[config.mk]
export PLATFORM = sky130hd
export DESIGN_NAME = score_input_conditioner
export DESIGN_NICKNAME = d
export VERILOG_FILES = /design/src/rtl/score_pkg.sv /design/src/rtl/button_debouncer.sv /design/src/rtl/score_input_conditioner.sv
export SDC_FILE = /design/constraint.sdc
export NUM_CORES = 1
export LEC_CHECK = 0
export CELL_PAD_IN_SITES_DETAIL_PLACEMENT = 0
export CELL_PAD_IN_SITES_GLOBAL_PLACEMENT = 1
export CORE_ASPECT_RATIO = 0.7
export CORE_UTILIZATION = 30
export DETAILED_ROUTE_END_ITERATION = 7
export MAX_ROUTING_LAYER = met4
export PLACE_DENSITY = 0.52
export SYNTH_ARGS = -nofsm -noshare
export SYNTH_HDL_FRONTEND = slang
export SYNTH_SLANG_ARGS = --single-unit
[constraint.sdc]
create_clock -name clock -period 3.7 [get_ports clock]
set_input_delay 0.74 -clock clock [delete_from_list [all_inputs] [get_ports clock]]
set_output_delay 0.74 -clock clock [all_outputs]
set_load 0.005 [all_outputs]
[src/rtl/score_pkg.sv]
// -----------------------------------------------------------------------------
// score_pkg
// Shared definitions for the scoring input conditioner.
//   state_t     : conditioner FSM states (NORMAL, CONVERSION)
//   EVT_*       : bit index of each scoring event in the request/grant vectors.
//                 Indices follow arbitration priority: index 0 wins over all
//                 higher indices (touchdown > extraPoint > twoPointConversion
//                 > fieldGoal > safety).
//   legal_mask  : events that may be accepted in a given state
//   first_one   : one-hot of the highest-priority (lowest-index) set bit
// -----------------------------------------------------------------------------
package score_pkg;

    typedef enum logic {
        NORMAL     = 1'b0,
        CONVERSION = 1'b1
    } state_t;

    localparam int NUM_EVT = 5;
    localparam int EVT_TD  = 0;
    localparam int EVT_XP  = 1;
    localparam int EVT_TP  = 2;
    localparam int EVT_FG  = 3;
    localparam int EVT_SF  = 4;

    function automatic logic [NUM_EVT-1:0] legal_mask(input state_t s);
        logic [NUM_EVT-1:0] m;
        m = '0;
        if (s == NORMAL) begin
            m[EVT_TD] = 1'b1;
            m[EVT_FG] = 1'b1;
            m[EVT_SF] = 1'b1;
        end else begin
            m[EVT_XP] = 1'b1;
            m[EVT_TP] = 1'b1;
        end
        return m;
    endfunction

    // Scanning from the lowest priority upward leaves the highest-priority
    // set bit as the only survivor.
    function automatic logic [NUM_EVT-1:0] first_one(input logic [NUM_EVT-1:0] v);
        logic [NUM_EVT-1:0] r;
        r = '0;
        for (int i = NUM_EVT - 1; i >= 0; i--) begin
            if (v[i]) begin
                r    = '0;
                r[i] = 1'b1;
            end
        end
        return r;
    endfunction

endpackage

[src/rtl/button_debouncer.sv]
// -----------------------------------------------------------------------------
// button_debouncer
// Two-flop synchronizer, stability counter and stable level for one raw
// pushbutton. Emits a one-cycle pulse when the stable level rises.
//   clock  : rising-edge clock
//   rst_n  : active-low reset (already synchronized on deassertion)
//   i_btn  : raw asynchronous button, active-high
//   o_rise : registered pulse, high in the cycle the stable level becomes 1
// -----------------------------------------------------------------------------
module button_debouncer #(
    parameter int DEBOUNCE_CYCLES = 500000
) (
    input  logic clock,
    input  logic rst_n,
    input  logic i_btn,
    output logic o_rise
);

    localparam int           CW   = $clog2(DEBOUNCE_CYCLES + 1);
    // Toggling on the edge that would take the count to DEBOUNCE_CYCLES
    // means the counter never actually holds that value.
    localparam logic [CW-1:0] LAST = CW'(DEBOUNCE_CYCLES - 1);

    logic [1:0]    r_sync;
    logic          r_stable;
    logic [CW-1:0] r_cnt;
    logic          r_rise;

    always_ff @(posedge clock or negedge rst_n) begin
        if (!rst_n) begin
            r_sync   <= '0;
            r_stable <= 1'b0;
            r_cnt    <= '0;
            r_rise   <= 1'b0;
        end else begin
            r_sync <= {r_sync[0], i_btn};
            r_rise <= 1'b0;
            if (r_sync[1] == r_stable) begin
                r_cnt <= '0;
            end else if (r_cnt == LAST) begin
                r_stable <= ~r_stable;
                r_cnt    <= '0;
                // Only a 0->1 change of the stable level is a request.
                r_rise   <= ~r_stable;
            end else begin
                r_cnt <= r_cnt + CW'(1);
            end
        end
    end

    assign o_rise = r_rise;

endmodule

[src/rtl/score_input_conditioner.sv]
// -----------------------------------------------------------------------------
// score_input_conditioner
// Debounces five scoring pushbuttons, filters presses that are illegal in the
// current game phase, arbitrates simultaneous presses and issues one-cycle
// scoring pulses.
//   clock                    : rising-edge clock
//   reset                    : asynchronous active-low reset
//   btn_*                    : raw pushbuttons, active-high
//   touchdown .. safety      : registered one-hot scoring pulses
//   conversion_pending       : high while only a conversion attempt is legal
//   rejected                 : pulse when presses were all illegal
// -----------------------------------------------------------------------------
module score_input_conditioner
    import score_pkg::*;
#(
    parameter int DEBOUNCE_CYCLES = 500000
) (
    input  logic clock,
    input  logic reset,
    input  logic btn_touchdown,
    input  logic btn_extra_point,
    input  logic btn_two_point,
    input  logic btn_field_goal,
    input  logic btn_safety,
    output logic touchdown,
    output logic extraPoint,
    output logic twoPointConversion,
    output logic fieldGoal,
    output logic safety,
    output logic conversion_pending,
    output logic rejected
);

    // Reset asserts asynchronously but releases on a clock edge, so every
    // downstream flop leaves reset together.
    logic [1:0] r_rst_sync;
    logic       w_rst_n;

    always_ff @(posedge clock or negedge reset) begin
        if (!reset) begin
            r_rst_sync <= '0;
        end else begin
            r_rst_sync <= {r_rst_sync[0], 1'b1};
        end
    end

    assign w_rst_n = r_rst_sync[1];

    logic [NUM_EVT-1:0] w_btn;
    logic [NUM_EVT-1:0] w_req;

    assign w_btn[EVT_TD] = btn_touchdown;
    assign w_btn[EVT_XP] = btn_extra_point;
    assign w_btn[EVT_TP] = btn_two_point;
    assign w_btn[EVT_FG] = btn_field_goal;
    assign w_btn[EVT_SF] = btn_safety;

    generate
        for (genvar gi = 0; gi < NUM_EVT; gi++) begin : g_deb
            button_debouncer #(
                .DEBOUNCE_CYCLES(DEBOUNCE_CYCLES)
            ) u_deb (
                .clock (clock),
                .rst_n (w_rst_n),
                .i_btn (w_btn[gi]),
                .o_rise(w_req[gi])
            );
        end
    endgenerate

    state_t             r_state;
    state_t             w_state_next;
    logic [NUM_EVT-1:0] w_legal;
    logic [NUM_EVT-1:0] w_grant;
    logic               w_reject;

    always_ff @(posedge clock or negedge w_rst_n) begin
        if (!w_rst_n) begin
            r_state <= NORMAL;
        end else begin
            r_state <= w_state_next;
        end
    end

    always_comb begin
        w_legal      = legal_mask(r_state);
        // Illegal presses are removed before arbitration; lower legal
        // presses lose and are simply dropped.
        w_grant      = first_one(w_req & w_legal);
        w_reject     = (|(w_req & ~w_legal)) && !(|w_grant);
        w_state_next = r_state;
        case (r_state)
            NORMAL: begin
                if (w_grant[EVT_TD]) begin
                    w_state_next = CONVERSION;
                end
            end
            CONVERSION: begin
                if (w_grant[EVT_XP] || w_grant[EVT_TP]) begin
                    w_state_next = NORMAL;
                end
            end
            default: w_state_next = NORMAL;
        endcase
    end

    logic [NUM_EVT-1:0] r_pulse;
    logic               r_rejected;

    always_ff @(posedge clock or negedge w_rst_n) begin
        if (!w_rst_n) begin
            r_pulse    <= '0;
            r_rejected <= 1'b0;
        end else begin
            r_pulse    <= w_grant;
            r_rejected <= w_reject;
        end
    end

    assign touchdown          = r_pulse[EVT_TD];
    assign extraPoint         = r_pulse[EVT_XP];
    assign twoPointConversion = r_pulse[EVT_TP];
    assign fieldGoal          = r_pulse[EVT_FG];
    assign safety             = r_pulse[EVT_SF];
    // r_state is itself a flop, so this flag changes on the same edge as the
    // touchdown pulse that caused the transition.
    assign conversion_pending = (r_state == CONVERSION);
    assign rejected           = r_rejected;

endmodule

; ---- After elaboration in Yosys (flattened, before gate mapping)
; Cells that the tools add are included.
[totals]
register_bits = 124
latchBits = 0
ram_bits = 0
rom_bits = 0
in_bits = 7
output_inout_bits = 7
elab_cells = 94
mem_count = 0
[classes]
addsub = 5
multipliers = 0
div = 0
n_lt_le_gt_ge = 0
eq_ne = 10
shift = 0
muxes = 31
bitwise = 14
reduce_logical = 10
[op_table]
columns = operator, count
row1 = 19-bit 2-to-1 mux, 10
row2 = 19-bit by 1-bit adder with 19-bit output (second input constant), 5
row3 = 19-bit == test (second input constant), 5
row4 = 5-bit 2-to-1 mux, 5
row5 = 1-bit 2-to-1 mux, 13
row6 = 1-bit inverter, 11
row7 = 5-bit bitwise AND, 2
row8 = 2-bit AND reduction, 5
row9 = 5-bit OR reduction, 2
row10 = 1-bit == test, 5
row11 = 5-bit inverter, 1
row12 = 2-bit 2-to-1 mux, 2
row13 = 1-bit one-hot mux with 2 select lines, 1
row14 = 1-bit logical AND, 1
row15 = 1-bit zero test, 1
row16 = 1-bit logical OR, 1

; ---- Logic depth before layout (Yosys ltp)
[depth]
word_depth = 10
ltp_mapped = 7
depth_no_buf = 5

; ---- Modules after synthesis
; A second synthesis with hierarchy kept.
[hier_totals]
hier_cells = 570
area_unflattened_um2 = 5901.9
[modules_own_cells]
columns = module, instances, cells_per_inst, area_per_inst_um2, seq_area_each_um2
row1 = button_debouncer, 5, 110, 1118.6, 575.6
row2 = score_input_conditioner, 1, 20, 309.0, 225.2

; ---- Worst setup path after synthesis
; No wires, ideal clock.
[synth_timing]
path_kind = reg-to-reg
start = reg g_deb[2].u_deb.r_cnt[0]
end = reg g_deb[2].u_deb.r_cnt[10]
setup_time_ps = 121
arrival_time_ps = 1789
required_ps = 3579
setup_slack_ps = 1789
path_stages_with_launch = 8
n_path_buf = 2
synth_period_minus_slack_ps = 1911
path_cell_list = dfrtp_1 -> ha_1 -> and4_1 -> clkbuf_1 -> nand2_1 -> o31ai_2 -> buf_2 -> nor2_1
[synth_between]
elab_chain_len = 3
word_cells_on_any_way = 4
classes_between = 1 x add/sub / 1 x eq/ne / 2 x mux
[synth_rtl]
columns = item, line_no
row1 = "start, declared", button_debouncer.sv:26  ; logic [CW-1:0] r_cnt;
row2 = "start signal, assigned", button_debouncer.sv:46  ; r_cnt <= r_cnt + CW'(1);
row3 = 19-bit by 1-bit adder with 19-bit output / 19-bit == test (equally long branches), "button_debouncer.sv:46, button_debouncer.sv:40"
row4 = 19-bit 2-to-1 mux (*), button_debouncer.sv:40  ; end else if (r_cnt == LAST) begin
row5 = 19-bit 2-to-1 mux (*), button_debouncer.sv:38  ; if (r_sync[1] == r_stable) begin
; Mark *: on every way between the ends. The rest lies on a longest branch, timed or not.
; A chain may end at the register's enable or synchronous reset.

; ---- Worst setup path in the final report
[layout_timing]
start = reg r_state, in the netlist conversion_pending
end = out conversion_pending
[layout_lines]
columns = item, line_no
row1 = "start, declared", score_input_conditioner.sv:71  ; state_t r_state;
row2 = "start signal, assigned", score_input_conditioner.sv:81  ; r_state <= w_state_next;
row3 = "end, declared", score_input_conditioner.sv:30  ; output logic conversion_pending,
; No word-level cell between the ends.

==> run_results.csv <==
group,metric,value,unit
placement,placed_area,6091,sq um
setup_path,cp.required,2.96,ns
global_route,overflow,0,
sta,clock_skew,0.006966,ns
setup_path,r2r_end,"g_deb[2].u_deb.r_cnt[8]",
clocking,cts_root_buf,"clkbuf_16",
clocking,cts_tree,"yes",
die,core,18260,sq um
clocking,cts_buffers,17,
global_route,grt_pass1_vias,3902,
sta,tightest_slew,0.9521,ns
placement,place.gp.congestion,0.7620,
layout,drive_gt1_frac,0.07797,
die,dieWidth,166.2,microns
setup_path,crit_fanout,8,
sta,fin_hold_ws,0.3497,ns
die,die_area,19430,sq um
setup_path,end_kind,"output pin",
setup_path,r2r_cells,6,
sta,rsz0062_at_grt,"false",
route,drt_pass1_iterations,6,
logic_synthesis,yosys-top-cells-area,"dfrtp_1 (55%), xnor2_1 (5.4%), nor2_1 (4.8%)",
placement,hpwlAfterDp,7916,microns
sta,hold_viol,0,
min_path,whs_path_depth,0,
clocking,htree_levels,4,
setup_path,critical_path.slowest_cell,"clkdlybuf4s50_1",
die,die_y,116.9,microns
logic_synthesis,yosysWarnings,0,
route,drcViolationCount,1,
clocking,clk_latency,0.42,ns
global_route,antenna_found_initial,0,
setup_path,cp.arrival,1.45,ns
layout,multiInputGateArea,2445,sq um
setup_path,cp_top_family,"buffers and inverters",
setup_path,path_class,"reg2out",
setup_path,cpPeakStageDelay,0.55,ns
die,rows,41,
outcome,violations,"DRC",
flow_run,maxCapViolations,0,
clocking,cts_buffer_depth,2,
setup_path,reg2reg_slack,1.51,ns
layout,design_area,6693,sq um
route,drt-vias-per-instance,4.939,
global_route,grt_max_degree,69,
logic_synthesis,synth_area_leader_cell,"dfrtp_1",
logic_synthesis,synth.avg_cell_area,10.24,sq um
sta,min_period_over_period,0.5922,
outcome,status,"finished with violations",
global_route,grt_pass1_wl,20350,microns
route,routedWlPerCell,14.65,microns
layout,fillCellCount,1822,
setup_path,crit_chain,"clkdlybuf4s50_1",
logic_synthesis,synthCells,553,
logic_synthesis,synth_cell_types,38,
setup_path,worst-path-buf-inv,1,
sta,finalSetupViolations,0,
placement,portBuffers,13,
route,ant_nets,0,
route,vias,4080,
logic_synthesis,syn_nets,565,
layout,finalNetCount,589,
clocking,cts_hold_buf,0,
clocking,post_cts_buffers,0,
global_route,grt_use_total,0.1410,
sta,drv_slew,0,
setup_path,timing.rr.start,"g_deb[2].u_deb.r_cnt[0]",
pwr,total_power,3.186,mW
layout,area_growth_syn_to_layout,18.24,%
setup_path,cp.depth,1,
sta,max_freq,456.4,MHz
layout,area.sequential,3107,sq um
route,drt_iter0_drc,233,
route,routed_wl,12100,microns
clocking,ctsResizeCount,0,
logic_synthesis,ys_ff_latch,124,
sta,setup_tns,0,ns
pwr,p_leak,2.697,nW
sta,min_period,2.191,ns
layout,n_antenna_cell,0,
min_path,hp-class,"reg2reg",
setup_path,startpoint_type,"flop",
logic_synthesis,ys_seq_area_frac,0.5482,
logic_synthesis,synth_top_area_share,0.5482,
layout,utilization,0.3665,
sta,relSlewSlack,0.3652,
pwr,power_density,476.1,nW/um^2
clocking,clkSinkCount,124,
min_path,timing.hold.worst_endpoint,"r_rst_sync[1]",
clocking,clk_pin_slew,0.06,ns
min_path,min_from,"r_rst_sync[0]",
pwr,vdd_drop_max,0.2811,mV
logic_synthesis,mappedNetlistArea,5660,sq um
die,initial_core_util,0.3099,
die,io_pins,14,
registers in the layout (all words and copies together) (netlist names):
signal and count:
g_deb.u_deb.o_rise 5, g_deb.u_deb.r_sync 10, g_deb.u_deb.r_stable 5, r_rst_sync 2, g_deb.u_deb.r_cnt 95, r_pulse 5
rejected 1, conversion_pending 1
cell usage in the layout, fill, tap and decap left out, types with 4 or more instances in the layout:
master / count
xnor2_1: 35
a21oi_1: 25
nor3_1: 8
xor2_1: 30
nand4_1: 30
and4_1: 11
nand2_1: 33
dfrtp_1: 123
o21ai_0: 17
buf_4: 5
ha_1: 5
or4_1: 11
nand3_1: 32
o31ai_1: 10
and2_1: 7
inv_1: 15
clkdlybuf4s50_1: 13
clkbuf_16: 17
nor4bb_1: 4
nor4_1: 15
nor3b_1: 7
clkinv_4: 4
and3_1: 9
or3_1: 16
clkinvlp_4: 5
nor2_1: 73
metrics by stage:
stage | setup slack (ns) | std cells
after floorplan | 1.633 | 553
after global placement | 1.578 | 794
after detailed placement | 1.518 | 794
after CTS | 1.470 | 826
after global routing | 1.288 | 826
final | 1.509 | 826
how the worst max path moves through the flow:
stage / startpoint / to / slack, ns
after floorplan: r_rst_sync[1] / conversion_pending / 1.63
after global routing: g_deb[2].u_deb.r_cnt[0] / g_deb[2].u_deb.r_cnt[5] / 1.29
after detailed placement: g_deb[2].u_deb.r_cnt[0] / g_deb[2].u_deb.r_cnt[6] / 1.52
after global placement: g_deb[2].u_deb.r_cnt[0] / g_deb[2].u_deb.r_cnt[17] / 1.58
after CTS: conversion_pending / conversion_pending / 1.47
final: conversion_pending / conversion_pending / 1.51
layer usage:
layer  share of wire  track usage
met5               0            -
met4           0.016      0.06168
met3           0.024      0.03430
met2            0.42       0.1994
met1            0.54       0.1915
synthesized netlist by cell type (all sizes together):
cell	n
nand2b	2
or2	1
and4b	2
nor3b	7
nor2	73
clkbuf	12
conb	1
o21bai	1
nor4	15
or4	11
xnor2	35
mux2	2
buf	2
nor2b	1
nand3	33
a21oi	25
nand4	30
ha	5
dfrtp	124
nand2	33
nor4bb	4
xor2	30
nor4b	3
and3	9
inv	15
o31ai	11
a31o	2
and2	7
or3	16
o21ai	20
o22ai	1
nor3	8
and4	12
cell type report:
| cell class | instances | area share |
|---|---|---|
| sequential | 124 | 0.4642 |
| multi-input combinational | 400 | 0.3653 |
| clock buffer | 18 | 0.06412 |
| tap | 236 | 0.04412 |
| timing repair buffer | 19 | 0.02804 |
| clock inverter | 14 | 0.02580 |
| inverter | 15 | 0.008413 |
cells by family (layout without fill, tap and decap cells):
family / count (synthesis) / count (layout) / share of synthesized area
adders and majority gates: 5 / 5 / 0.01105
other: 1 / 1 / 0.0006625
buffers and inverters: 29 / 66 / 0.01989
AOI/OAI and AO/OA: 60 / 60 / 0.06079
xor gates and xnor gates: 65 / 65 / 0.1006
muxes: 2 / 2 / 0.003978
and+or+nand+nor: 267 / 267 / 0.2549
DFF: 124 / 124 / 0.5482
where the power goes:
| group | switching [mW] | leakage, nW | internal (mW) |
|---|---|---|---|
| clock network | 0.647 | 0.278 | 1.06 |
| logic | 0.0446 | 0.728 | 0.0266 |
| registers | 0.0327 | 1.69 | 1.38 |
Note: power is estimated with default switching activity, not from simulation.
